## config.mk

```make
export PLATFORM = sky130hd
export DESIGN_NAME = i2c_txn_scheduler
export DESIGN_NICKNAME = d
export VERILOG_FILES = /design/src/rtl/i2c_txn_scheduler.sv
export SDC_FILE = /design/constraint.sdc
export NUM_CORES = 1
export LEC_CHECK = 0
export ABC_AREA = 1
export BUFFER_PORTS_ARGS = -buffer_cell sky130_fd_sc_hd__buf_2
export CAP_MARGIN = 20
export CORE_MARGIN = 3
export CORE_UTILIZATION = 52
export DETAILED_ROUTE_END_ITERATION = 6
export PLACE_DENSITY = 0.89
export SYNTH_ARGS = -nofsm -noshare
export SYNTH_HDL_FRONTEND = slang
export SYNTH_SLANG_ARGS = --single-unit
export TNS_END_PERCENT = 1
```

## constraint.sdc

```tcl
create_clock -name wb_clk_i -period 3.1 [get_ports wb_clk_i]
set_clock_uncertainty 0.15 [all_clocks]
set_input_delay 0 -clock wb_clk_i [delete_from_list [all_inputs] [get_ports wb_clk_i]]
set_output_delay 0 -clock wb_clk_i [all_outputs]
set_load 0.05 [all_outputs]
```

## src/rtl/i2c_txn_scheduler.sv

```systemverilog
// ---------------------------------------------------------------------------
// i2c_txn_scheduler
//
// Shares one I2C byte controller among NREQ requesters. An owner is picked
// round-robin from IDLE; the owner then hands over byte-level commands
// ({start,stop,read,write}), which are forwarded to the byte controller and
// answered with a one-cycle response carrying the read data, the slave ACK,
// or an arbitration-loss / error flag. If the owner walks away while the bus
// is still claimed (a START went out without a STOP), a STOP is issued on its
// behalf before the bus is offered to anyone else.
//
// Ports
//   wb_clk_i, wb_rst_i           clock, synchronous active-high reset
//   req_i[NREQ]                  bus ownership requests
//   cmd_valid_i / cmd_ready_o    per-requester command handshake
//   cmd_i[NREQ*4]                per-requester {start,stop,read,write}
//   txd_i[NREQ*8], ack_i[NREQ]   per-requester write byte / ACK to send
//   gnt_o[NREQ]                  one-hot owner, zero when idle
//   rsp_valid_o[NREQ]            completion pulse to the owner
//   rxd_o, rxack_o, al_o, err_o  completion payload
//   bc_*_o                       command to the byte controller
//   bc_cmd_ack_i, bc_dout_i,
//   bc_rxack_i, bc_al_i          status from the byte controller
//   busy_o                       scheduler is not idle
// ---------------------------------------------------------------------------
module i2c_txn_scheduler #(
    parameter int NREQ    = 4,
    parameter int TIMEOUT = 4096
) (
    input  logic              wb_clk_i,
    input  logic              wb_rst_i,
    input  logic [NREQ-1:0]   req_i,
    input  logic [NREQ-1:0]   cmd_valid_i,
    input  logic [NREQ*4-1:0] cmd_i,
    input  logic [NREQ*8-1:0] txd_i,
    input  logic [NREQ-1:0]   ack_i,
    output logic [NREQ-1:0]   cmd_ready_o,
    output logic [NREQ-1:0]   gnt_o,
    output logic [NREQ-1:0]   rsp_valid_o,
    output logic [7:0]        rxd_o,
    output logic              rxack_o,
    output logic              al_o,
    output logic              err_o,
    output logic              bc_start_o,
    output logic              bc_stop_o,
    output logic              bc_read_o,
    output logic              bc_write_o,
    output logic              bc_ack_o,
    output logic [7:0]        bc_din_o,
    input  logic              bc_cmd_ack_i,
    input  logic [7:0]        bc_dout_i,
    input  logic              bc_rxack_i,
    input  logic              bc_al_i,
    output logic              busy_o
);

    localparam int IW = (NREQ > 1) ? $clog2(NREQ) : 1;

    localparam logic [1:0] S_IDLE    = 2'd0;
    localparam logic [1:0] S_GRANT   = 2'd1;
    localparam logic [1:0] S_ISSUE   = 2'd2;
    localparam logic [1:0] S_RELEASE = 2'd3;

    localparam logic [12:0] TO_LAST = 13'(TIMEOUT - 1);

    logic [1:0]      state_q, state_d;
    logic [NREQ-1:0] gnt_q, gnt_d;
    logic [IW-1:0]   own_q, own_d;
    logic [IW-1:0]   ptr_q, ptr_d;
    logic            started_q, started_d;
    logic [12:0]     cnt_q, cnt_d;
    logic [3:0]      cmd_q, cmd_d;       // latched {start,stop,read,write}
    logic [3:0]      bc_q, bc_d;         // driven {start,stop,read,write}
    logic            bcack_q, bcack_d;
    logic [7:0]      din_q, din_d;
    logic [NREQ-1:0] rsp_q, rsp_d;
    logic [7:0]      rxd_q, rxd_d;
    logic            rxack_q, rxack_d;
    logic            al_q, al_d;
    logic            err_q, err_d;

    // Owner-side view of the per-requester buses
    logic       own_req, own_vld, own_ack;
    logic [3:0] own_cmd;
    logic [7:0] own_txd;

    always_comb begin
        own_req = 1'b0;
        own_vld = 1'b0;
        own_ack = 1'b0;
        own_cmd = 4'b0;
        own_txd = 8'b0;
        for (int i = 0; i < NREQ; i++) begin
            if (own_q == IW'(i)) begin
                own_req = req_i[i];
                own_vld = cmd_valid_i[i];
                own_ack = ack_i[i];
                own_cmd = cmd_i[i*4 +: 4];
                own_txd = txd_i[i*8 +: 8];
            end
        end
    end

    // Round-robin search starting at ptr_q, wrapping at NREQ
    logic          sel_found;
    logic [IW-1:0] sel_idx;

    always_comb begin
        sel_found = 1'b0;
        sel_idx   = '0;
        for (int k = 0; k < NREQ; k++) begin
            int            j;
            logic [IW-1:0] jj;
            j = int'(ptr_q) + k;
            if (j >= NREQ) j = j - NREQ;
            jj = IW'(j);
            if (!sel_found && req_i[jj]) begin
                sel_found = 1'b1;
                sel_idx   = jj;
            end
        end
    end

    function automatic logic [IW-1:0] next_idx(input logic [IW-1:0] i);
        if (int'(i) >= NREQ - 1) return '0;
        return i + 1'b1;
    endfunction

    // Exactly one of read/write (start/stop optional), or a bare stop
    function automatic logic cmd_legal(input logic [3:0] c);
        return (c[1] ^ c[0]) || (c == 4'b0100);
    endfunction

    logic hs;
    assign hs = (state_q == S_GRANT) && own_vld;

    always_comb begin
        state_d   = state_q;
        gnt_d     = gnt_q;
        own_d     = own_q;
        ptr_d     = ptr_q;
        started_d = started_q;
        cnt_d     = cnt_q;
        cmd_d     = cmd_q;
        bc_d      = bc_q;
        bcack_d   = bcack_q;
        din_d     = din_q;
        rsp_d     = '0;
        rxd_d     = rxd_q;
        rxack_d   = rxack_q;
        al_d      = 1'b0;
        err_d     = 1'b0;

        case (state_q)
            S_IDLE: begin
                gnt_d = '0;
                if (sel_found) begin
                    gnt_d          = '0;
                    gnt_d[sel_idx] = 1'b1;
                    own_d          = sel_idx;
                    state_d        = S_GRANT;
                end
            end

            S_GRANT: begin
                if (hs) begin
                    if (cmd_legal(own_cmd)) begin
                        cmd_d   = own_cmd;
                        bc_d    = own_cmd;
                        bcack_d = own_ack;
                        din_d   = own_txd;
                        cnt_d   = '0;
                        state_d = S_ISSUE;
                    end else begin
                        rsp_d = gnt_q;
                        err_d = 1'b1;
                    end
                end else if (!own_req) begin
                    if (started_q) begin
                        // Bus still claimed: close it with a bare STOP first
                        bc_d    = 4'b0100;
                        bcack_d = 1'b0;
                        cnt_d   = '0;
                        state_d = S_RELEASE;
                    end else begin
                        gnt_d   = '0;
                        ptr_d   = next_idx(own_q);
                        state_d = S_IDLE;
                    end
                end
            end

            S_ISSUE: begin
                cnt_d = cnt_q + 13'd1;
                // Arbitration loss outranks a coincident done pulse
                if (bc_al_i) begin
                    bc_d      = '0;
                    bcack_d   = 1'b0;
                    rsp_d     = gnt_q;
                    al_d      = 1'b1;
                    started_d = 1'b0;
                    gnt_d     = '0;
                    ptr_d     = next_idx(own_q);
                    state_d   = S_IDLE;
                end else if (bc_cmd_ack_i) begin
                    bc_d    = '0;
                    bcack_d = 1'b0;
                    rsp_d   = gnt_q;
                    rxd_d   = bc_dout_i;
                    rxack_d = bc_rxack_i;
                    if (cmd_q[3]) started_d = 1'b1;
                    if (cmd_q[2]) started_d = 1'b0;
                    if (cmd_q[2]) begin
                        gnt_d   = '0;
                        ptr_d   = next_idx(own_q);
                        state_d = S_IDLE;
                    end else begin
                        state_d = S_GRANT;
                    end
                end else if (cnt_q == TO_LAST) begin
                    bc_d      = '0;
                    bcack_d   = 1'b0;
                    rsp_d     = gnt_q;
                    err_d     = 1'b1;
                    started_d = 1'b0;
                    gnt_d     = '0;
                    ptr_d     = next_idx(own_q);
                    state_d   = S_IDLE;
                end
            end

            S_RELEASE: begin
                cnt_d = cnt_q + 13'd1;
                // Silent cleanup: no response goes back to anyone
                if (bc_cmd_ack_i || (cnt_q == TO_LAST)) begin
                    bc_d      = '0;
                    bcack_d   = 1'b0;
                    started_d = 1'b0;
                    gnt_d     = '0;
                    ptr_d     = next_idx(own_q);
                    state_d   = S_IDLE;
                end
            end

            default: begin
                state_d = S_IDLE;
                gnt_d   = '0;
                bc_d    = '0;
            end
        endcase
    end

    always_ff @(posedge wb_clk_i) begin
        if (wb_rst_i) begin
            state_q   <= S_IDLE;
            gnt_q     <= '0;
            own_q     <= '0;
            ptr_q     <= '0;
            started_q <= 1'b0;
            cnt_q     <= '0;
            cmd_q     <= '0;
            bc_q      <= '0;
            bcack_q   <= 1'b0;
            din_q     <= '0;
            rsp_q     <= '0;
            rxd_q     <= '0;
            rxack_q   <= 1'b0;
            al_q      <= 1'b0;
            err_q     <= 1'b0;
        end else begin
            state_q   <= state_d;
            gnt_q     <= gnt_d;
            own_q     <= own_d;
            ptr_q     <= ptr_d;
            started_q <= started_d;
            cnt_q     <= cnt_d;
            cmd_q     <= cmd_d;
            bc_q      <= bc_d;
            bcack_q   <= bcack_d;
            din_q     <= din_d;
            rsp_q     <= rsp_d;
            rxd_q     <= rxd_d;
            rxack_q   <= rxack_d;
            al_q      <= al_d;
            err_q     <= err_d;
        end
    end

    assign cmd_ready_o = (state_q == S_GRANT) ? gnt_q : '0;
    assign gnt_o       = gnt_q;
    assign rsp_valid_o = rsp_q;
    assign rxd_o       = rxd_q;
    assign rxack_o     = rxack_q;
    assign al_o        = al_q;
    assign err_o       = err_q;
    assign bc_start_o  = bc_q[3];
    assign bc_stop_o   = bc_q[2];
    assign bc_read_o   = bc_q[1];
    assign bc_write_o  = bc_q[0];
    assign bc_ack_o    = bcack_q;
    assign bc_din_o    = din_q;
    assign busy_o      = (state_q != S_IDLE);

endmodule

```

Yosys cells after proc, flatten, opt, wreduce, memory -nomap -nowiden --
Index checks and enable logic that the tools add are counted.
Word-level totals: register bits 56, input bits 73, output and inout port bits 37, logic and storage cells 219
Cells by class: add/subtract/negate cells 9, $lt $le $gt $ge 11, eq/ne operators 19, multiplexer cells 135, bitwise logic cells 3, reduce and logical (&&, ||, !) cells 27
Operators by type and width (count):
- 2-to-1 mux 4 bit | 25
- 2-to-1 mux 2 bit | 31
- 2-to-1 mux 1 bit | 57
- 2-to-1 mux 13 bit | 4
- 2-to-1 mux 8 bit | 4
- case mux 13 bit (2 select lines) | 1
- case mux 4 bit (4 select lines) | 1
- less-than comparator 2 x 3 -> 1 bit, second input constant | 5
- adder 13 x 1 -> 13 bit, second input constant | 1
- == test 13 x 12 -> 1 bit, second input constant | 1
- case mux 4 bit (3 select lines) | 1
- AND reduction 6 bit | 2
- != test 2 bit, second input constant | 5
- >= comparator 3 bit, second input constant | 3
- != test 3 bit, second input constant | 3
- binary-select mux 1 bit (select 2 bit) | 4
- == test 2 bit, second input constant | 4
- != test 4 bit, second input constant | 2
- case mux 2 bit (4 select lines) | 1
- case mux 4 bit (2 select lines) | 1
- AND reduction 4 bit | 2
- subtractor 2 x 1 -> 2 bit, second input constant | 4
- AND reduction 7 bit | 1
- adder 2 x 2 -> 3 bit, second input constant | 2
- 24 further kinds | 39

Depth between registers and ports, before layout --
Gate-level depths: netlist (run 1).
word-level depth 20, mapped depth 19, gate-level depth less buffers 17

Least setup slack after synthesis (run 1) --
No wires, ideal clock.
kind register -> register, start register own_q[1], end register state_q[0], library setup time 0.113 ns, arrival 2.241 ns, required time 2.837 ns, path slack 0.596 ns, stages on the path, launching flop included 17, path buffers 2, clock period less this slack 2.504 ns, cell sequence dfxtp_1 > inv_1 > ha_1 > buf_2 > nor2_1 > nand2_1 > nand2_1 > a22o_1 > inv_1 > ha_1 > inv_1 > nand3_2 > buf_6 > nand2_1 > nor2_2 > nor2_1 > nor2_1
Between the ends: cells in the longest elaborated chain, start to end 9, elaborated cells on any way between the ends 25, those cells by class eq/ne: 6; mux: 14; bitwise: 1; reduce/logical: 4
RTL lines:
- start: declaration | line 68 | logic [IW-1:0] own_q, own_d;
- start signal: assignment | line 273 | own_q <= own_d;
- logical NOT 2 bit | line 94 | if (own_q == IW'(i)) begin
- 2-to-1 mux 4 bit (4 in a row) | line 94
- == test 4 x 3 -> 1 bit / XOR 1 bit (equally long branches) | line 131 | return (c[1] ^ c[0]) || (c == 4'b0100);
- logical OR 1 bit | line 131
- != test 3 bit (no line)
- AND reduction 5 bit (no line)
- end signal: assignment | line 271 | state_q <= state_d;
- end: declaration | line 66 | logic [1:0] state_q, state_d;
Several ways; a longest one is shown, not always the timed one. A chain may end at the register's enable or synchronous reset.

Worst setup path in the final report (run 1) --
start register own_q[0], end register bc_q[3]
Between the ends: cells in the longest elaborated chain, start to end 9, elaborated cells on any way between the ends 27, those cells by class eq/ne: 7; mux: 15; bitwise: 1; reduce/logical: 4
RTL lines:
- logical NOT 2 bit | line 94
- 2-to-1 mux 4 bit (4 in a row) | line 94
- == test 4 x 3 -> 1 bit / XOR 1 bit (equally long branches) | line 131
- logical OR 1 bit | line 131
- != test 3 bit (no line)
- AND reduction 6 bit (no line)
- end signal: assignment | line 262 | bc_q <= '0;
- end signal: assignment | line 278 | bc_q <= bc_d;
- end: declaration | line 73 | logic [3:0] bc_q, bc_d;
Several ways; a longest one is shown, not always the timed one. The select of a mux whose other input is x is not followed.

==> flow_summary.toml, run 1 <==
[critical_path]
critPathMaxStageDelay_ns = 0.38
end_kind = "flip-flop"
crit_type = "reg -> reg"
crit_required_ns = 3.21
cp_max_fo = 15
worstPathArrival_ns = 2.92
cp_common_cell = "nor2_1"
critPathSlowestCell = "ha_1"
path_cells = "inv_1, ha_1, inv_2, nor2_1, nor2_1, a22o_1, inv_1, ha_1, inv_1, nor2_1, nand2_1, nand3_2, buf_4, nand3_4, nand2_2, nand2_1, nor2_1"
startpoint_type = "flip-flop"

[detailed_routing]
wire_per_inst_um = 14.5
viasPerCell = 5.66
first_pass_iters = 5
route.detailed.drc = 0
route.antenna.remaining_nets = 0
drt_first_iter_violations = 507
routed_wl_um = 11200
num_vias = 4344

[sta]
worst_pin_slew_ns = 0.630
fin_crit_ns = 2.81
finalHoldViolations = 0
setup_tns_ns = 0
relSlewSlack = 0.580
finalSetupViolations = 0
post-route-period-util = 0.906
drv_slew = 0
fmax_ghz = 0.356
rsz0062_at_grt = "false"

[clock_network]
clkLatencyLatePin_ns = 0.32
cts_buffers = 5
cts_tree = "built"
root_buffer = "clkbuf_8"
cts_buffer_depth = 2
cts_max_level = 2
cts_sinks = 54
clkTransAtPathRegs_ns = 0.10

[logic_synthesis]
yosysSeqAreaShare = 0.308
ys_types = 34
synth_top_cell_by_area = "dfxtp_1"
syn_avg_cell_area_um2 = 6.26
yosysWarningCount = 0
synth_area_um2 = 3510
synth_seq_cells = 54
ys_top_cells_by_area = "dfxtp_1 31%, nand2_1 17%, a21oi_1 7.9%, nand3_1 6.9%, inv_1 6.2%"
synth_top_cell_area_share = 0.308
syn_inst = 560
synth_nets = 644

[cells_and_area]
nets = 773
design_area_um2 = 4480
utilization = 0.694
diodes = 0
mostFrequentLayoutCell = "nand2_1"
layout_common_cells = "162 x nand2_1, 109 x buf_2, 58 x inv_1, 56 x nor2_1, 55 x a21oi_1"
layout-drive-gt1-share = 0.220
fillCellCount = 508
instances_no_fill = 767
syn_to_final_growth_pct = 27.8

[floorplanning]
rows = 29
coreArea_um2 = 6460
die_w_um = 88.1
die_h_um = 88.1
start_util = 0.543
num_io_pins = 110
die_area_um2 = 7760

[job]
timing.max_cap.violations = 0

[placement]
place_area_um2 = 4080
dp_cells = 730
gp_congestion = 0.911
hpwl_um = 7300
port_buffers = 109

[global_route]
grt_max_degree = 29
grtUsageTotal = 0.292
grt_pass1_wl_um = 18200
antenna_found_initial = 0
globalRoute.totalOverflow = 0
grt_pass1_vias = 4113

[power]
peakVddDrop_mv = 0.868
p_int_mw = 1.76
switchingPower_mw = 2.00
powerDensity_nw_per_um2 = 840
swShare = 0.532
total_power_mw = 3.76
power.share.sequential = 0.256
leakagePower_nw = 2.21
p_comb_frac = 0.618
power_frac_clock = 0.126

[status]
outcome = "finished, final reports clean"

[min_path]
hp-class = "in -> reg"
[path summary, 6_finish.rpt]
kind	from	to	slack, ns	cells after the start
setup / recovery	own_q[0]	bc_q[3]	0.29	17
hold / removal	txd_i[20]	bc_din_o[4]	0.02	7
setup reg to reg	own_q[0]	bc_q[3]	0.29	17
hold reg to reg	rxd_o[5]	rxd_o[5]	0.33	2
[routing by layer]
metal  GRT usage  up-vias  routed length (µm)
met5           0        -                   0
met4       0.157        0                 587
met2       0.493      266                5350
met3      0.0508       66                 866
li1            -     2060                   -
met1       0.353     1952                4350
[registers in the layout, summed over array words and instances (netlist names)]
signal / count
cmd_q: 2
bc_din_o: 8
bc_q: 4
rxd_o: 8
rxack_o: 1
state_q: 2
al_o: 1
rsp_valid_o: 4
gnt_o: 4
started_q: 1
own_q: 2
err_o: 1
cnt_q: 13
ptr_q: 2
bc_ack_o: 1
[timing repair]
item / CTS / global route
setup buffers: 0 / 0
hold buffers: 29 / 0
setup endpoints to repair: 0 / 8
gates resized for setup: 0 / 1
endpoints found under the hold margin: 20 / 0
[critical path, delay by kind of cell, from the launching register on]
family / cells / cell delay (ns)
compound gates: 1 / 0.21
simple gates: 9 / 0.94
fa+ha+maj: 2 / 0.52
buf+inv: 5 / 0.60
flops: 1 / 0.35
[logic make-up (layout without fill, tap and decap cells)]
kind of cell    count (synthesis)  in the layout  share of synthesized area
simple gates                  304            304                      0.383
compound gates                 98             98                      0.151
buf+inv                        86            216                      0.101
flops                          54             54                      0.308
fa+ha+maj                      11             11                     0.0393
xor+xnor                        7              7                     0.0175
[through the flow]
step                      worst slack, ns  hold WS (ns)
final                               0.291        0.0173
after global routing               0.0395        0.0348
after CTS                           0.262       0.00853
after detailed placement            0.289         0.134
after global placement              0.433         0.126
after floorplan                     0.596       0.00990
[power groups by stage]
stage / registers (mW) / logic [mW] / clock network, mW
2_1_floorplan: 1.25 / 1.48 / 0
3_5_place_dp: 0.967 / 2.23 / 0
3_3_place_gp: 0.963 / 2.17 / 0
4_1_cts: 0.955 / 2.27 / 0.468
5_1_grt: 0.977 / 2.58 / 0.498
6_report: 0.965 / 2.32 / 0.474
[cell usage after synthesis (all sizes together)]
cell type,instances
nor3b,1
a31oi,2
nand3b,1
nor3,5
o211ai,2
ha,11
inv,64
xor2,4
or2,2
buf,12
nand3,52
o21ai,29
a21oi,55
o21a,1
a22o,1
dfxtp,54
xnor2,3
nand4,11
nand2,172
a22oi,8
nor2,60
clkbuf,10
[cell type report]
cell class                 count  area, µm²  share of cell area
multi-input combinational    420       2070               0.463
sequential                    54       1080               0.241
timing repair buffer         144        881               0.197
inverter                      64        240              0.0536
tap                           77       96.3              0.0215
clock buffer                   5       68.8              0.0154
clock inverter                 3       40.0             0.00894
Power figures use the tool's default switching activity.
==> run 2: changes to the inputs <==
ABC_AREA = 0   (was 1)
CORE_UTILIZATION = 50   (was 52)
PLACE_DENSITY = 0.88   (was 0.89)
==> flow_summary.toml, run 2 <==
[critical_path]
crit_type = "reg -> reg"
path_cells = "inv_1, ha_2, a21oi_1, o21ai_0, a22oi_1, ha_1, o211a_1, a22o_1, nand2_1, mux2_2"
cp_num_buf_inv = 1
critPathMaxStageDelay_ns = 0.41
critPathSlowestCell = "dfxtp_1"
end_kind = "flip-flop"
startpoint_type = "flip-flop"
cp_max_fo = 8
crit_family = "compound AO/OA/AOI/OAI gates"
worstPathArrival_ns = 2.94
ff2ff_setup_slack_ns = 0.22
crit_required_ns = 3.16

[logic_synthesis]
async_flop_share = 0
synth_edf_count = 0
synth_top_family_by_area = "simple AND/OR/NAND/NOR gates"
synth_nets = 479
synth_ff_type = "dfxtp_1"
synth_area_um2 = 3140
yosysSeqAreaShare = 0.344
syn_avg_cell_area_um2 = 7.95
synth_fa_ha_area_frac = 0.0438
ys_types = 56
synth_mux_area_frac = 0.0327
synthSimpleGateAreaFrac = 0.290
synth_top_cell_area_share = 0.344
ys_top_cells_by_area = "dfxtp_1 34%, a21oi_1 9.2%, ha_1 4.4%, nand2_1 4.3%, nor2_1 3.7%"
syn_inst = 395
synth_compound_area_frac = 0.234
synthXorXnorAreaFrac = 0
synth_most_common_cell = "a21oi_1"
synth_top_cell_by_area = "dfxtp_1"
yosysWarningCount = 0
synth_seq_cells = 54
yosys-top-cells-count = "58 x a21oi_1, 54 x dfxtp_1, 36 x nand2_1"

[placement]
hpwl_um = 6190
place_area_um2 = 3740
port_buffers = 109
dp_cells = 566
gp_congestion = 0.816

[cells_and_area]
largest_register_ffs = 13
layout_common_cells = "109 x buf_2, 58 x a21oi_1, 53 x dfxtp_1, 36 x nand2_1, 31 x nor2_1"
mostFrequentLayoutCell = "buf_2"
nets = 610
instances_no_fill = 602
regMostFlops = "cnt_q"
design_area_um2 = 4130
syn_to_final_growth_pct = 31.5
diodes = 0
layout-drive-gt1-share = 0.275

[global_route]
grt_max_degree = 46
grtUsageTotal = 0.249
antenna_found_initial = 0
grt_pass1_vias = 3443
grt_pass1_wl_um = 15000
globalRoute.totalOverflow = 0

[detailed_routing]
first_pass_iters = 5
viasPerCell = 5.77
route.antenna.remaining_nets = 0
drt_first_iter_violations = 229
num_vias = 3471
routed_wl_um = 9040
wire_per_inst_um = 15.0
route.detailed.drc = 0

[clock_network]
cts_buffer_depth = 2
cts_sinks = 54
cts_max_level = 2
root_buffer = "clkbuf_8"
cts_buffers = 5
post_cts_buffers = 0
cts_tree = "built"
clkLatencyLatePin_ns = 0.31
clkTransAtPathRegs_ns = 0.10

[sta]
relSlewSlack = 0.483
fmax_ghz = 0.347
setup_tns_ns = 0
finalHoldViolations = 0
fin_crit_ns = 2.88
worst_pin_slew_ns = 0.775
finalSetupViolations = 0
post-route-period-util = 0.930
rsz0062_at_grt = "false"
drv_slew = 0
hold_slack_ns = 0.00685

[floorplanning]
coreArea_um2 = 5990
die_area_um2 = 7270
num_io_pins = 110
start_util = 0.524
die_w_um = 85.3
rows = 28
die_h_um = 85.3

[job]
timing.max_cap.violations = 0

[status]
outcome = "finished, final reports clean"

[power]
p_comb_frac = 0.544
power_frac_clock = 0.147
switchingPower_mw = 1.28
powerDensity_nw_per_um2 = 668
power.share.sequential = 0.309
leakagePower_nw = 1.78
p_int_mw = 1.48
swShare = 0.464
peakVddDrop_mv = 0.659

[min_path]
hp-class = "in -> reg"
run 2: power groups by stage:
| stage | registers (mW) | clock network [mW] | logic (mW) |
|---|---|---|---|
| floorplan | 1.06 | 0 | 0.915 |
| global placement | 0.859 | 0 | 1.39 |
| detailed placement | 0.861 | 0 | 1.43 |
| CTS | 0.847 | 0.413 | 1.47 |
| global route | 0.861 | 0.436 | 1.64 |
| finish | 0.851 | 0.406 | 1.50 |
run 2: cells by family (layout without fill, tap and decap cells):
group                      count (synthesis)  after routing
muxes                                     10             10
adders and majority gates                 11             11
DFF                                       54             54
and+or+nand+nor                          165            165
AOI/OAI and AO/OA                        116            116
buffers and inverters                     39            171
run 2: path summary, 6_finish.rpt:
| path | end | start | cells after the start |
|---|---|---|---|
| min | gnt_o[0] | req_i[3] | 4 |
| max reg2reg | bc_ack_o | own_q[1] | 10 |
| max | bc_ack_o | own_q[1] | 10 |
| min reg2reg | rxd_o[6] | rxd_o[6] | 2 |
run 2: stage by stage:
step                      utilization  total power, mW  worst slack [ns]
final                           0.689             2.76             0.216
after global routing            0.689             2.93           0.00818
after CTS                       0.687             2.73            0.0539
after detailed placement        0.624             2.29             0.131
after global placement          0.624             2.25             0.273
after floorplan                     -             1.97             0.259
run 2: final cells by class:
| cell class | count | area, µm² |
|---|---|---|
| multi-input cells | 302 | 1900 |
| fillers | 485 | 1860 |
| flip-flops and latches | 54 | 1080 |
| repair buffers | 146 | 893 |
| well taps | 75 | 93.8 |
| clock buffers | 5 | 68.8 |
| inverters | 17 | 63.8 |
| clock inverters | 3 | 26.3 |
run 2: layer usage:
| layer | wire length, µm | vias to the layer above | track usage |
|---|---|---|---|
| met1 | 3710 | 1598 | 0.289 |
| li1 | - | 1689 | - |
| met5 | 0 | - | 0 |
| met2 | 4340 | 153 | 0.442 |
| met4 | 336 | 0 | 0.117 |
| met3 | 650 | 31 | 0.0427 |
run 2: worst register-to-register path: stages (launching register included):
cell     delay [ns]
dfxtp_1        0.41
inv_1          0.10
ha_2           0.24
a21oi_1        0.15
o21ai_0        0.10
a22oi_1        0.21
ha_1           0.31
o211a_1        0.30
a22o_1         0.26
nand2_1        0.21
mux2_2         0.36
run 2: what timing repair did:
item	CTS	global route
setup endpoints to repair	0	24
endpoints found under the hold margin	19	0
hold buffers	28	0
gates resized for setup	0	6
==> run 3: changes to the inputs <==
RECOVER_POWER = 25   (was not set)
==> flow_summary.toml, run 3 (synthesized netlist as in run 2, its figures left out) <==
[detailed_routing]
wire_per_inst_um = 15.1
routed_wl_um = 9100
viasPerCell = 5.78
route.antenna.remaining_nets = 0
num_vias = 3482
drt_first_iter_violations = 212
first_pass_iters = 4
route.detailed.drc = 0

[critical_path]
cp_max_fo = 8
startpoint_type = "flip-flop"
critPathMaxStageDelay_ns = 0.41
path_cells = "inv_1, ha_2, a21oi_1, o21ai_0, a22oi_1, ha_1, o211a_1, a22o_1, nand2_1, mux2_2"
crit_type = "reg -> reg"
worstPathArrival_ns = 2.96
end_kind = "flip-flop"
crit_required_ns = 3.16
critPathSlowestCell = "dfxtp_1"

[power]
powerDensity_nw_per_um2 = 671
peakVddDrop_mv = 0.642
leakagePower_nw = 1.69
total_power_mw = 2.75

[sta]
worst_pin_slew_ns = 0.782
fmax_ghz = 0.345
setup_tns_ns = 0
post-route-period-util = 0.936
finalHoldViolations = 0
fin_crit_ns = 2.90
relSlewSlack = 0.478
drv_slew = 0
rsz0062_at_grt = "false"
finalSetupViolations = 0

[floorplanning]
num_io_pins = 110
die_w_um = 85.3
start_util = 0.524
die_area_um2 = 7270
rows = 28
coreArea_um2 = 5990
die_h_um = 85.3

[status]
outcome = "finished, final reports clean"

[job]
timing.max_cap.violations = 0

[cells_and_area]
nets = 610
regMostFlops = "cnt_q"
syn_to_final_growth_pct = 30.6
largest_register_ffs = 13
mostFrequentLayoutCell = "buf_2"
layout_common_cells = "87 x buf_2, 58 x a21oi_1, 53 x dfxtp_1, 36 x nand2_1, 31 x nor2_1"
fillCellCount = 500
multi_input_comb_area_um2 = 1900
layout-drive-gt1-share = 0.233
diodes = 0
seqCellArea_um2 = 1080

[clock_network]
cts_buffer_depth = 2
cts_buffers = 5
cts_tree = "built"
clkLatencyLatePin_ns = 0.31
clkTransAtPathRegs_ns = 0.10
root_buffer = "clkbuf_8"
cts_max_level = 2
cts_sinks = 54
post_cts_buffers = 0

[placement]
port_buffers = 109
gp_congestion = 0.816
hpwl_um = 6190

[min_path]
hp-class = "in -> reg"

[global_route]
grt_max_degree = 46
grt_pass1_wl_um = 15000
grtUsageTotal = 0.249
globalRoute.totalOverflow = 0
grt_pass1_vias = 3443
antenna_found_initial = 0
-- run 3: cell types whose count changed in the layout (fill, tap and decap cells not counted) --
cell | previous run | this run
buf_2 | 109 | 87
clkbuf_1 | 0 | 22
-- run 3: layout make-up --
class / instances / share of cell area
multi-input combinational: 302 / 0.463
sequential: 54 / 0.264
timing repair buffer: 146 / 0.211
tap: 75 / 0.0229
clock buffer: 5 / 0.0168
inverter: 17 / 0.0156
clock inverter: 3 / 0.00641
-- run 3: power breakdown --
| part | leakage (nW) | internal [mW] | switching [mW] | total [mW] |
|---|---|---|---|---|
| clock | 0.0483 | 0.164 | 0.244 | 0.407 |
| combinational | 1.20 | 0.517 | 0.975 | 1.49 |
| sequential | 0.437 | 0.786 | 0.0662 | 0.852 |
-- run 3: what timing repair did --
item,in CTS,in global routing
hold endpoints to repair,19,0
hold buffers,28,0
setup endpoints to repair,0,24
resized for setup,0,6
-- run 3: path summary, 6_finish.rpt --
| path | cells past startpoint | slack (ns) | from | endpoint |
|---|---|---|---|---|
| worst max-delay path | 10 | 0.20 | own_q[1] | bc_ack_o |
| worst min-delay path | 4 | 0.008 | req_i[3] | gnt_o[0] |
| worst max register to register | 10 | 0.20 | own_q[1] | bc_ack_o |
| worst min register to register | 2 | 0.31 | rxd_o[6] | rxd_o[6] |
-- run 3: routing by layer --
| layer | share of wire | wire length, µm | global-route usage | vias up |
|---|---|---|---|---|
| li1 | - | - | - | 1690 |
| met1 | 0.41 | 3760 | 0.289 | 1610 |
| met2 | 0.48 | 4400 | 0.442 | 151 |
| met3 | 0.071 | 642 | 0.0427 | 31 |
| met4 | 0.033 | 300 | 0.117 | 0 |
| met5 | 0 | 0 | 0 | - |
-- run 3: metrics by stage --
stage / cells / hold WS, ns / cell area (µm²) / setup slack [ns] / util
after floorplan: 395 / -0.0362 / 3140 / 0.259 / -
after global routing: 602 / 0.0587 / 4100 / 0.00818 / 0.685
final: 602 / 0.00807 / 4100 / 0.199 / 0.685
after detailed placement: 566 / 0.108 / 3740 / 0.131 / 0.624
after CTS: 602 / 0.00242 / 4110 / 0.0539 / 0.687
after global placement: 566 / 0.105 / 3740 / 0.273 / 0.624
-- run 3: worst max-delay path, delay by kind of cell (launching register included) --
family / cells / cell delay, ns
AO/OA/AOI/OAI: 5 / 1.03
adder cells (fa/ha/maj): 2 / 0.55
flip-flops: 1 / 0.41
multiplexers: 1 / 0.36
AND/OR/NAND/NOR: 1 / 0.21
buffers and inverters: 1 / 0.10
